$ cat src/rtl/piso_shift_register.sv
// Parallel-in / serial-out word shifter.
// A block of LENGTH words is captured in one load transfer and emitted word 0
// first, one word per out transfer. The last-word cycle can hand off directly
// to the next block, so a source holding load_valid high gets a gapless stream.
module piso_shift_register #(
  parameter int WIDTH  = 8,
  parameter int LENGTH = 4
) (
  input  logic                    clock,
  input  logic                    reset,
  input  logic [WIDTH*LENGTH-1:0] load_data,
  input  logic                    load_valid,
  output logic                    load_ready,
  output logic [WIDTH-1:0]        data_out,
  output logic                    out_valid,
  input  logic                    out_ready,
  output logic                    out_last
);

  localparam int CW = (LENGTH > 1) ? $clog2(LENGTH) : 1;
  localparam logic [CW-1:0] LAST = CW'(LENGTH - 1);
  localparam logic [CW-1:0] ONE  = CW'(1);

  typedef enum logic {
    IDLE  = 1'b0,
    SHIFT = 1'b1
  } state_t;

  state_t                  state;
  logic [WIDTH*LENGTH-1:0] shift_buf;
  logic [CW-1:0]           cnt;

  // Word 0 of the buffer is the serial output; the buffer is zeroed whenever
  // no block is in flight, so data_out reads 0 in IDLE.
  assign data_out = shift_buf[WIDTH-1:0];

  // A load is accepted when idle, or on the cycle the final word of the current
  // block is being taken by the sink. Never during reset.
  always_comb begin
    load_ready = 1'b0;
    if (!reset) begin
      load_ready = (state == IDLE) ||
                   ((state == SHIFT) && out_ready && (cnt == LAST));
    end
  end

  // Control FSM plus word buffer: capture, shift-down with zero fill, handoff.
  always_ff @(posedge clock) begin
    if (reset) begin
      state     <= IDLE;
      shift_buf <= '0;
      cnt       <= '0;
      out_valid <= 1'b0;
      out_last  <= 1'b0;
    end else begin
      case (state)
        IDLE: begin
          if (load_valid) begin
            shift_buf <= load_data;
            cnt       <= '0;
            state     <= SHIFT;
            out_valid <= 1'b1;
            out_last  <= 1'b0;
          end
        end
        SHIFT: begin
          if (out_ready) begin
            if (cnt != LAST) begin
              shift_buf <= {{WIDTH{1'b0}}, shift_buf[WIDTH*LENGTH-1:WIDTH]};
              cnt       <= cnt + ONE;
              out_last  <= ((cnt + ONE) == LAST);
            end else if (load_valid) begin
              shift_buf <= load_data;
              cnt       <= '0;
              out_last  <= 1'b0;
            end else begin
              state     <= IDLE;
              shift_buf <= '0;
              cnt       <= '0;
              out_valid <= 1'b0;
              out_last  <= 1'b0;
            end
          end
        end
        default: begin
          state     <= IDLE;
          shift_buf <= '0;
          cnt       <= '0;
          out_valid <= 1'b0;
          out_last  <= 1'b0;
        end
      endcase
    end
  end

endmodule

$ cat config.mk
export PLATFORM = sky130hd
export DESIGN_NAME = piso_shift_register
export DESIGN_NICKNAME = d
export VERILOG_FILES = /design/src/rtl/piso_shift_register.sv
export SDC_FILE = /design/constraint.sdc
export NUM_CORES = 1
export LEC_CHECK = 0
export ABC_AREA = 1
export BUFFER_PORTS_ARGS = -buffer_cell sky130_fd_sc_hd__buf_4
export CAP_MARGIN = 5
export CORE_ASPECT_RATIO = 1.25
export CORE_MARGIN = 2
export CORE_UTILIZATION = 40
export CTS_BUF_LIST = sky130_fd_sc_hd__clkbuf_8
export CTS_CLUSTER_SIZE = 10
export DETAILED_ROUTE_END_ITERATION = 10
export PLACE_DENSITY_LB_ADDON = 0.1
export SETUP_SLACK_MARGIN = 0.3
export SLEW_MARGIN = 20
export SYNTH_ARGS = -nofsm -noshare
export SYNTH_HDL_FRONTEND = slang
export SYNTH_SLANG_ARGS = --single-unit
$ cat constraint.sdc
create_clock -name clock -period 2.6 [get_ports clock]
set_clock_uncertainty 0.15 [all_clocks]
set_input_delay 0.39 -clock clock [delete_from_list [all_inputs] [get_ports clock]]
set_output_delay 0.39 -clock clock [all_outputs]
set_load 0.01 [all_outputs]
; Word level (Yosys, flattened, before mapping)
; Cells that the tools add are included.
[word_totals]
regBits = 37
output_inout_bits = 11
elab_cells = 42
[classes]
eq_ne = 7
n_mux = 23
add_sub_neg = 1
n_reduce_logical = 5
n_bitwise = 1
[op_table]
columns = cell, n
row1 = 2-to-1 mux 32 bit, 4
row2 = case mux 32 bit (2 select lines), 1
row3 = 2-to-1 mux 1 bit, 11
row4 = "inequality test 2 bit, second input constant", 5
row5 = 2-to-1 mux 2 bit, 3
row6 = case mux 1 bit (2 select lines), 3
row7 = "== test 2 bit, second input constant", 2
row8 = case mux 2 bit (2 select lines), 1
row9 = AND reduction 4 bit, 1
row10 = "adder 2 x 1 -> 2 bit, second input constant", 1
row11 = logical AND 1 bit, 2
row12 = AND reduction 2 bit, 1
row13 = logical OR 1 bit, 1
row14 = NOT 1 bit, 1

; Longest topological paths before layout
[depth]
word_depth = 5
ltp_mapped = 8
mapped_depth_nobuf = 7

; Worst setup path after synthesis
; OpenSTA, ideal clock, no wires.
[synth_path]
path_type = register to register
startpoint = reg cnt[0]
endpoint = reg shift_buf[10]
setup_time_ns = 0.064
period_less_slack_ns = 1.406
arrival_ns = 1.192
path_stages_with_launch = 8
path_slack_ns = 1.194
cell_sequence = dfxtp_1 > ha_1 > inv_1 > buf_1 > nand3_1 > nand2_1 > nor2_1 > nor2_1
[synth_via]
elab_chain_len = 4
[synth_lines]
columns = element, line
row1 = "start, declared", 31  ; logic [CW-1:0] cnt;
row2 = "start signal, assigned", 70  ; cnt <= cnt + ONE;
row3 = inequality test 2 bit, 68  ; if (cnt != LAST) begin
row4 = 2-to-1 mux 32 bit, 68
row5 = 2-to-1 mux 32 bit, 67  ; if (out_ready) begin
row6 = case mux 32 bit (2 select lines), 56  ; case (state)
row7 = "end signal, assigned", 59  ; shift_buf <= load_data;
row8 = "end signal, assigned", 69  ; shift_buf <= {{WIDTH{1'b0}}, shift_buf[WIDTH*LENGTH-1:WIDTH]};
row9 = "end signal, assigned", 73  ; shift_buf <= load_data;
row10 = "end, declared", 30  ; logic [WIDTH*LENGTH-1:0] shift_buf;
; Every way passes these cells. The select of a mux whose other input is x is not followed.
; A chain may end at the register's enable or synchronous reset.

; Worst setup path in the final report
[layout_path]
startpoint = reg state
endpoint = reg shift_buf[10]
[layout_via]
elab_chain_len = 3
[layout_lines]
columns = element, line
row1 = "start, declared", 29  ; state_t state;
row2 = "start signal, assigned", 50  ; state <= IDLE;
row3 = "start signal, assigned", 61  ; state <= SHIFT;
row4 = "start signal, assigned", 77  ; state <= IDLE;
row5 = NOT 1 bit, -
row6 = inequality test 2 bit (no line), -
row7 = AND reduction 2 bit (no line), -
; Parallel ways exist; a longest one is shown, timed or not.

==> impl_metrics.ini <==
[place]
detailed_place_hpwl_mm = 3.07
gp_congestion = 0.729
place_inst = 420
port_buffers = 46
place_area_um2 = 2440

[die]
num_rows = 30
io-pin-count = 47
start_util_pct = 40.7
die_w_um = 69.9
die_h_um = 86.3
dieArea_um2 = 6030
core_region_area_um2 = 5330

[worst_setup_path]
critPathCaptureType = flop
cp_max_fo = 33
rrSetupSlack_ns = 0.60
path_cells = nand2_2, nand2_2, nand2_1, nor2_1, nor2_1
path_class = reg -> reg
critPathBufInv = 0
worst-path-stages = 5
worstPathRequired_ns = 2.64
reg2regPathDepth = 5
cpPeakStageDelay_ns = 0.62
cp_top_family = simple AND/OR/NAND/NOR gates
cp_slowest_cell = dfxtp_2
cp.arrival_ns = 2.04
startpoint_type = flop

[finish]
fin_cells = 427
final_area_um2 = 2530
nNetsFinal = 402
n_antenna_cell = 0
drive_gt1_share_pct = 17.6
ff_latch_area_um2 = 742
fillCellCount = 605
final_common_cell = nand2_1
multi_input_area_um2 = 1110
mostFrequentLayoutCells = nand2_1, nor2_1, buf_4
syn_to_final_growth_pct = 16.6

[cts]
cts_resized = 0
clk_pin_slew_ns = 0.07
cts_tree = done
cts_hold_buffers = 0
cts_setup_buffers = 0
cts_made_buffers = 5
htreeDepth = 2
clockRootBuffer = clkbuf_8
worstSkewPairLatency_ns = 0.29
clock_sinks = 37
clockBufferDepth = 2

[worst_hold_path]
min_delay_path_depth = 2
hp-class = in -> reg

[synth]
syn_area_um2 = 2170
yosysWarnings = 0
synth.avg_cell_area_um2 = 6.46
synth_cells = 336
ys_seq_area_share_pct = 34.1
synth_fp_nets = 375
ys_types = 19
yosys_register_bits = 37

[grt]
grt_max_degree = 35
grt_pass1_vias = 1900
grt_pass1_wl_mm = 8.58
grt.overflow.total = 0
grtUsageTotal_pct = 17.4
antenna_found_initial = 0

[routing]
drc_errors = 0
wl_met1_mm = 2.16
wire_per_inst_um = 11.5
vias = 2046
dr.pass1.iters = 4
ant_nets = 0
viasPerCell = 4.79
wl_met3_um = 233
wl_met2_mm = 2.45
wl_mm = 4.91
first_iter_violations = 123
highest_layer = met4

[power]
switchingPower_uw = 385
power.density_nw_per_um2 = 534
p_leak_uw = 0.00133
p_clk_share_pct = 30.1
intPower_uw = 967
vdd_drop_max_uv = 269
p_comb_share_pct = 21.9
switching_share_pct = 28.5
seqPwrFrac_pct = 48.0

[timing]
hold_viol = 0
relSlewSlack_pct = 52.1
tns_ns = 0
fin_crit_sh_pct = 77.1
max_freq_mhz = 499
period_needed_ns = 2.00
worst_pin_slew_ns = 0.718
grt_setup_unrepaired = no
setup_viol = 0
drv_slew = 0

[flow_run]
cap_violations = 0

[outcome]
status = finished clean
## state kept, by name (all words and copies together) (netlist names)
name and flops:
shift_buf 32, cnt 2, out_last 1, out_valid 1, state 1
## power by group through the flow
stage | sequential (µW) | combinational [µW] | clock, µW
after floorplan | 647 | 230 | 0
after global placement | 660 | 298 | 0
after detailed placement | 661 | 299 | 0
after CTS | 648 | 301 | 424
after global routing | 654 | 343 | 444
final | 648 | 296 | 407
## metrics by stage
step	setup slack (ns)	util [%]	power, µW	hold WS [ns]
final	0.595	47.5	1350	0.154
after global placement	0.606	45.8	958	0.342
after global routing	0.368	47.5	1440	0.141
after floorplan	1.19	-	877	0.309
after CTS	0.571	47.5	1370	0.139
after detailed placement	0.585	45.8	960	0.336
## final cells by class
| type | count | area share (%) |
|---|---|---|
| clock buffers | 6 | 3.26 |
| multi-input cells | 232 | 43.8 |
| flip-flops and latches | 37 | 29.3 |
| well taps | 64 | 3.17 |
| clock inverters | 1 | 0.148 |
| repair buffers | 50 | 14.8 |
| inverters | 37 | 5.49 |
## synthesized netlist by cell type
cell type | number | area (µm²)
nand2_1 | 76 | 285
buf_4 | 12 | 90.1
ha_1 | 3 | 37.5
a21oi_2 | 1 | 8.76
a21oi_1 | 29 | 145
nand3b_1 | 32 | 240
dfxtp_1 | 37 | 741
o21ai_0 | 1 | 5.00
buf_2 | 8 | 40.0
nor2_1 | 57 | 214
nor3_1 | 2 | 10.0
buf_1 | 4 | 15.0
or2_2 | 1 | 6.26
inv_1 | 36 | 135
buf_6 | 2 | 22.5
inv_2 | 1 | 3.75
clkbuf_1 | 4 | 15.0
nand3_1 | 26 | 130
nand2_2 | 4 | 25.0
## logic make-up (layout without fill, tap and decap cells)
| kind of cell | count (synthesis) | after routing | share of synthesized area [%] |
|---|---|---|---|
| and+or+nand+nor | 198 | 198 | 42.0 |
| adders and majority gates | 3 | 3 | 1.73 |
| buffers and inverters | 67 | 94 | 14.8 |
| AOI/OAI and AO/OA | 31 | 31 | 7.32 |
| DFF | 37 | 37 | 34.1 |
## worst paths after layout
| path | start | endpoint |
|---|---|---|
| setup / recovery | state | shift_buf[10] |
| setup reg to reg | state | shift_buf[10] |
| hold / removal | reset | state |
| hold reg to reg | out_last | out_last |
## worst reg2reg max path, stage by stage, from the launching register on
cell     delay [ns]
dfxtp_2        0.62
nand2_2        0.29
nand2_2        0.55
nand2_1        0.11
nor2_1         0.14
nor2_1         0.05
## per-layer routing
metal  vias to the layer above  track usage (%)
met1                       907             21.2
li1                       1089                -
met4                         0             5.24
met2                        44             30.7
met5                         -                0
met3                         6             3.84
(Power assumes the default switching activity.)
